### config.mk
export PLATFORM = sky130hd
export DESIGN_NAME = neuron_layer_driver
export DESIGN_NICKNAME = d
export VERILOG_FILES = /design/src/rtl/neuron_layer_driver.sv
export SDC_FILE = /design/constraint.sdc
export NUM_CORES = 1
export LEC_CHECK = 0
export BUFFER_PORTS_ARGS = -buffer_cell sky130_fd_sc_hd__buf_4
export CAP_MARGIN = 30
export CORE_MARGIN = 8
export CORE_UTILIZATION = 50
export DETAILED_ROUTE_END_ITERATION = 8
export PLACE_DENSITY = 0.79
export SYNTH_ARGS = -nofsm -noshare
export SYNTH_HDL_FRONTEND = slang
export SYNTH_SLANG_ARGS = --single-unit
### constraint.sdc
create_clock -name clk -period 2.2 [get_ports clk]
set_input_delay 0.22 -clock clk [delete_from_list [all_inputs] [get_ports clk]]
set_output_delay 0.22 -clock clk [all_outputs]
set_load 0.05 [all_outputs]
### src/rtl/neuron_layer_driver.sv
// Layer sequencer for a single serial neuron MAC: owns the weight/bias table,
// issues one operation per neuron over the in_valid/in_ready handshake and assembles the results.
module neuron_layer_driver #(
    parameter int NUM_NEURONS = 4,
    parameter int NUM_INPUTS  = 8,
    parameter int X_W         = 8,
    parameter int W_W         = 8,
    parameter int B_W         = 32,
    parameter int OUT_W       = 16,
    localparam int IDX_W      = (NUM_NEURONS > 1) ? $clog2(NUM_NEURONS) : 1
) (
    input  logic                         clk,
    input  logic                         rst_n,
    input  logic                         cfg_we,
    input  logic [IDX_W-1:0]             cfg_addr,
    input  logic [NUM_INPUTS*W_W-1:0]    cfg_w_flat,
    input  logic [B_W-1:0]               cfg_bias,
    input  logic                         req_valid,
    output logic                         req_ready,
    input  logic [NUM_INPUTS*X_W-1:0]    req_x_flat,
    output logic                         nrn_in_valid,
    input  logic                         nrn_in_ready,
    output logic [B_W-1:0]               nrn_bias,
    output logic [NUM_INPUTS*X_W-1:0]    nrn_x_flat,
    output logic [NUM_INPUTS*W_W-1:0]    nrn_w_flat,
    input  logic                         nrn_out_valid,
    input  logic [OUT_W-1:0]             nrn_out_data,
    output logic                         res_valid,
    output logic [NUM_NEURONS*OUT_W-1:0] res_y_flat,
    output logic                         busy
);

    localparam int XV_W = NUM_INPUTS * X_W;
    localparam int WV_W = NUM_INPUTS * W_W;
    localparam logic [IDX_W-1:0] LAST_IDX = IDX_W'(NUM_NEURONS - 1);

    typedef enum logic [1:0] {
        ST_IDLE,
        ST_ISSUE,
        ST_WAIT,
        ST_DONE
    } state_t;

    state_t           state;
    logic [IDX_W-1:0] idx;
    logic [XV_W-1:0]  x_lat;
    logic [WV_W-1:0]  w_tab  [NUM_NEURONS];
    logic [B_W-1:0]   b_tab  [NUM_NEURONS];
    logic [OUT_W-1:0] y_slot [NUM_NEURONS];
    logic             cfg_hit;

    // Table is writable only while idle; out-of-range addresses are dropped.
    assign cfg_hit = cfg_we && (state == ST_IDLE) && (32'(cfg_addr) < 32'(NUM_NEURONS));

    always_ff @(posedge clk or negedge rst_n) begin
        if (!rst_n) begin
            for (int unsigned i = 0; i < NUM_NEURONS; i++) begin
                w_tab[i] <= '0;
                b_tab[i] <= '0;
            end
        end else if (cfg_hit) begin
            w_tab[cfg_addr] <= cfg_w_flat;
            b_tab[cfg_addr] <= cfg_bias;
        end
    end

    assign nrn_w_flat = w_tab[idx];
    assign nrn_bias   = b_tab[idx];
    assign nrn_x_flat = x_lat;

    always_ff @(posedge clk or negedge rst_n) begin
        if (!rst_n) begin
            state        <= ST_IDLE;
            idx          <= '0;
            x_lat        <= '0;
            req_ready    <= 1'b1;
            busy         <= 1'b0;
            nrn_in_valid <= 1'b0;
            res_valid    <= 1'b0;
            for (int unsigned i = 0; i < NUM_NEURONS; i++) begin
                y_slot[i] <= '0;
            end
        end else begin
            case (state)
                ST_IDLE: begin
                    if (req_valid) begin
                        x_lat        <= req_x_flat;
                        idx          <= '0;
                        state        <= ST_ISSUE;
                        req_ready    <= 1'b0;
                        busy         <= 1'b1;
                        nrn_in_valid <= 1'b1;
                    end
                end
                ST_ISSUE: begin
                    if (nrn_in_ready) begin
                        nrn_in_valid <= 1'b0;
                        state        <= ST_WAIT;
                    end
                end
                ST_WAIT: begin
                    if (nrn_out_valid) begin
                        y_slot[idx] <= nrn_out_data;
                        if (idx == LAST_IDX) begin
                            state     <= ST_DONE;
                            res_valid <= 1'b1;
                        end else begin
                            idx          <= idx + 1'b1;
                            state        <= ST_ISSUE;
                            nrn_in_valid <= 1'b1;
                        end
                    end
                end
                ST_DONE: begin
                    res_valid <= 1'b0;
                    req_ready <= 1'b1;
                    busy      <= 1'b0;
                    state     <= ST_IDLE;
                end
                default: state <= ST_IDLE;
            endcase
        end
    end

    always_comb begin
        res_y_flat = '0;
        for (int unsigned i = 0; i < NUM_NEURONS; i++) begin
            res_y_flat[i*OUT_W +: OUT_W] = y_slot[i];
        end
    end

endmodule

### Word level (Yosys, flattened, before mapping)

Cells that the tools add are included.

| cells by class | value |
|---|---|
| add/subtract/negate cells | 1 |
| order comparisons | 4 |
| equality and inequality tests | 9 |
| multiplexer cells | 35 |
| bitwise gates (word level) | 2 |
| reduce and logical (&&, ||, !) cells | 15 |

Operators by type and width:

| operator | count |
|---|---|
| bitwise mux 256 bit | 1 |
| 2-to-1 mux 64 bit | 3 |
| binary-select mux 64 bit (select 2 bit) | 1 |
| bitwise mux 128 bit | 1 |
| demux 64 bit (select 2 bit) | 1 |
| 2-to-1 mux 32 bit | 3 |
| binary-select mux 32 bit (select 2 bit) | 1 |
| bitwise mux 64 bit | 1 |
| demux 32 bit (select 2 bit) | 1 |
| demux 16 bit (select 2 bit) | 1 |
| 2-to-1 mux 16 bit | 1 |
| 2-to-1 mux 2 bit | 7 |
| != test 2 bit, second input constant | 5 |
| one-hot mux 2 bit (4 select lines) | 1 |
| 2-to-1 mux 1 bit | 7 |
| == test 2 bit, second input constant | 3 |
| greater-or-equal comparator 3 bit, second input constant | 2 |
| less-than comparator 3 x 1 -> 1 bit, second input constant | 2 |
| NOT 2 -> 3 bit | 2 |
| one-hot mux 1 bit (2 select lines) | 3 |
| AND reduction 2 bit | 3 |
| AND reduction 3 bit | 2 |
| nonzero test 2 bit | 3 |
| AND reduction 5 bit | 1 |
| other kinds (8) | 10 |

| word-level totals | value |
|---|---|
| flip-flop bits (word level) | 520 |
| input bits | 184 |
| output and inout bits | 228 |
| logic and storage cells | 85 |

### Depth between registers and ports, before layout

| logic depth | value |
|---|---|
| word-level depth | 6 |
| gate-level depth with buffers | 8 |
| gate-level depth less buffers | 4 |

### Worst setup path before layout

Ideal clock, no wire load.

| timing path | value |
|---|---|
| path type | register to register |
| start | reg idx[1] |
| end | reg y_slot (netlist bit res_y_flat[21]) |
| setup time | 125 ps |
| arrival time | 1908 ps |
| required time | 2075 ps |
| slack | 167 ps |
| stages on the path, launching flop included | 9 |
| buffers on the path | 4 |
| period minus slack after synthesis | 2033 ps |
| path through | dfrtp_1 -> clkbuf_1 -> buf_2 -> buf_2 -> inv_1 -> ha_1 -> nand2_2 -> buf_4 -> mux2_2 |

| on the way | value |
|---|---|
| word-level cells in the longest chain between the ends | 6 |
| elaborated cells between the ends (all ways) | 7 |
| those cells by class | order compare: 2; mux: 3; bitwise: 1; reduce/logical: 1 |

Ends and longest elaborated chain:

| what | RTL line | RTL |
|---|---|---|
| from (decl) | 45 | `logic [IDX_W-1:0] idx;` |
| from (signal assigned) | 108 | `idx <= idx + 1'b1;` |
| NOT 2 -> 3 bit (implied by the code) * | 103 | `y_slot[idx] <= nrn_out_data;` |
| greater-or-equal comparator 3 bit (implied by the code) / less-than comparator 3 x 1 -> 1 bit (equally long branches) | 103 |  |
| logical AND 1 bit (implied by the code) | 103 |  |
| 2-to-1 mux 16 bit (implied by the code) | 103 |  |
| demux 16 bit (select 2 bit) * | 103 |  |
| bitwise mux 64 bit * | 103 |  |
| to (signal, indexed assignment) | 103 |  |
| to (decl) | 49 | `logic [OUT_W-1:0] y_slot [NUM_NEURONS];` |

Mark *: on every way between the ends. The rest lies on a longest branch, timed or not.
A chain may end at the register's enable or synchronous reset.

### Worst setup path after layout

| timing path | value |
|---|---|
| start | reg idx[0] |
| end | out nrn_bias[4] |

| on the way | value |
|---|---|
| word-level cells in the longest chain between the ends | 4 |

Ends and longest elaborated chain:

| what | RTL line | RTL |
|---|---|---|
| NOT 2 -> 3 bit (implied by the code) | 68 | `assign nrn_bias = b_tab[idx];` |
| binary-select mux 32 bit (select 2 bit) | 68 |  |
| 2-to-1 mux 32 bit (implied by the code) (2 in a row) | 68 |  |
| to (decl) | 23 | `output logic [B_W-1:0] nrn_bias,` |

Every way passes these cells. The select of a mux whose other input is x is not followed.

==> results.txt <==
Setup crit end kind: primary output
final setup TNS: -10.29 ns
Avg Inst Size Synth: 17.6 µm²
cell count after synthesis: 1,250
fin crit period: 2.35 ns
DRC viols: 0
Synth cell types: 33
routed length per instance: 23.3 µm
dpl cell area: 25,900 µm²
top-area cell type share of the netlist area: 58.9%
width of the die: 226 µm
Fin Clk Skew: 0.00991 ns
die footprint: 51,100 µm²
final WL: 58,500 µm
Final Wtd Congestion: 0.805
Synth Cell Area: 22,100 µm²
IO buf count: 411
first-pass GRT wire length: 91,500 µm
CP required: 1.98 ns
cell area after layout: 30,200 µm²
Worst Max-Slew Pin Slew: 0.510 ns
antenna viol nets, final: 0
largest area contributor in the netlist: dfrtp_1
delay-heaviest family, CP: multiplexers
metal2 WL: 30,600 µm
Final #Nets: 2,054
Commonest cells post-synth: dfrtp_1 (519), mux2_2 (420), mux4_2 (96), mux2_4 (80), buf_2 (45)
RSZ-0062 raised after global routing: true
Clock Root Buffer: clkbuf_16
Top FF cell, synth: dfrtp_1
Crit-path slowest cell: mux4_2
worst-path cell chain: buf_12, buf_16, mux4_2, buf_8
Cell Pwr Density: 1820 nW/µm²
number of global-route vias before repair: 15,600
Metal-1 WL: 22,500 µm
Peak VDD IR: 1.46 mV
worst-path fanout max: 8
Post-Place Worst Slack: 0.262 ns
DRT Pass-1 Iters: 4
CTS sink cnt: 520
top sig layer: met5
Met3 Routed Length: 2920 µm
Vias/cell: 5.46
Ports: 412
final setup vio count: 96
r2r setup slk: 0.04 ns
relative slew slack: 66.0%
Leak: 13.6 nW
hold crit path type: in -> reg
crit path kind: reg -> out
CTS H-tree depth: 2
top-count cell post-synth: dfrtp_1
grt total ovfl: 0
post-synthesis sequential area ratio: 59.0%
Mapped Nets: 1,438
clock-pin slew on the worst setup and hold paths: 0.06 ns
clock buffer depth: 3
largest net degree at the start of global routing: 97
max-cap check violation count: 0
Area contributors post-synth: dfrtp_1 (59%), mux2_2 (21%), mux4_2 (9.8%), mux2_4 (5.4%), buf_2 (1.0%)
setup slack after layout: -0.153 ns
Core Util, Final: 68.8%
outcome: complete, but fails checks
Final Cycle Share: 107%
total track usage: 23.0%
hpwl dp: 35,500 µm
Post-synth EDFFs: 0
core outline area: 43,800 µm²
Max Transition Viols Final: 0
share of layout cells above drive strength 1: 60.3%
worst-skew pair later-pin latency: 0.59 ns
fmax: 0.425 GHz
Die Ht: 226 µm
Synth Register Bits: 520
Iteration-0 DRC Markers: 736
Worst EP arrival: 2.13 ns
Startpoint Class: register
vias post-DR: 13,700
initial antenna violation count: 5
CTS Buf Count: 54
failing checks: setup timing
Rows: 77
final-layout fill cell count: 2,700
Warnings, synthesis: 0
final hold vios: 0
Area growth syn-to-layout: 36.8%
initial core utilization: 50.3%
Critical path buffers and inverters: 3
CTS tree: built
Min Hold Slack: 0.0619 ns
ys async rst share: 100%
CP max stage delay: 0.57 ns
-- final cells by class --
type / instances / area (µm²) / share of cell area [%]
Clock buffer: 88 / 1690 / 5.61
Antenna cell: 3 / 7.51 / 0.0249
Tap cell: 592 / 741 / 2.46
Inverter: 4 / 15.0 / 0.0498
Clock inverter: 14 / 123 / 0.406
Multi-Input combinational cell: 648 / 8560 / 28.4
Timing Repair Buffer: 638 / 6010 / 19.9
Sequential cell: 520 / 13000 / 43.2
-- timing repair --
| action | in CTS | in global routing |
|---|---|---|
| buffers inserted | 7 | 0 |
| endpoints found under the hold margin | 833 | 0 |
| gates resized for setup | 104 | 4 |
| hold buffers | 180 | 0 |
| cloned | 2 | 2 |
| pin swaps | 0 | 0 |
| endpoints found under the setup margin | 96 | 112 |
-- power breakdown --
| part | total, mW | internal (mW) | switching, mW |
|---|---|---|---|
| Clock | 9.22 | 5.47 | 3.75 |
| Sequential | 16.9 | 14.3 | 2.62 |
| Combinational | 28.9 | 12.5 | 16.4 |
| Total | 55.0 | 32.3 | 22.8 |
-- metrics by stage --
stage / power, mW / cells
finish: 55.0 / 2507
floorplan: 35.4 / 1250
global route: 57.2 / 2507
global placement: 42.8 / 2211
CTS: 55.0 / 2502
detailed placement: 43.6 / 2211
-- kinds of logic (layout without fill, tap and decap cells) --
| logic type | count (synthesis) | after routing | synth area share (%) |
|---|---|---|---|
| buffers and inverters | 82 | 744 | 2.33 |
| DFF | 520 | 520 | 59.0 |
| AOI/OAI and AO/OA | 13 | 13 | 0.374 |
| muxes | 609 | 609 | 37.4 |
| other | 0 | 3 | 0 |
| and+or+nand+nor | 22 | 22 | 0.698 |
| adders and majority gates | 4 | 4 | 0.227 |
-- registers in the layout, indices dropped and copies added (netlist names) --
register,count
nrn_in_valid,1
w_tab,256
nrn_x_flat,64
b_tab,128
busy,1
state,2
res_valid,1
idx,2
req_ready,1
res_y_flat,64
-- worst paths after layout --
check	endpoint	from	cells past startpoint
worst max-delay path	nrn_bias[4]	idx[0]$_DFFE_PN0P_	4
worst min-delay path	idx[0]$_DFFE_PN0P_	req_valid	4
worst max register to register	res_y_flat[27]$_DFFE_PN0P_	idx[0]$_DFFE_PN0P_	7
worst min register to register	w_tab[24]$_DFFE_PN0P_	w_tab[24]$_DFFE_PN0P_	1
max in group asynchronous	nrn_x_flat[61]$_DFFE_PN0P_	rst_n	3
min in group asynchronous	w_tab[105]$_DFFE_PN0P_	rst_n	2
-- per-layer routing --
| metal | vias up | global-route usage, % |
|---|---|---|
| li1 | 5882 | - |
| met5 | - | 0 |
| met3 | 143 | 5.09 |
| met2 | 347 | 40.0 |
| met4 | 4 | 10.4 |
| met1 | 7318 | 27.1 |
-- worst register-to-register path: stages, from the launching register on --
cell and delay, ns:
dfrtp_4 0.50, buf_12 0.17, buf_4 0.14, buf_6 0.11, buf_4 0.14, ha_1 0.20
nand2_2 0.36, mux2_2 0.42
-- layout by cell type, fill, tap and decap left out, drive strengths merged, types with 2 or more instances in the layout --
cell type / instances
nor2: 5
dlygate4sd3: 180
a21oi: 3
mux4: 96
nor2b: 2
diode: 3
clkbuf: 90
dfrtp: 519
clkinv: 11
bufinv: 2
nand2: 6
o21ai: 5
ha: 4
nand2b: 2
mux2: 512
inv: 4
buf: 456
No activity file was read; power rests on OpenSTA's default activity.
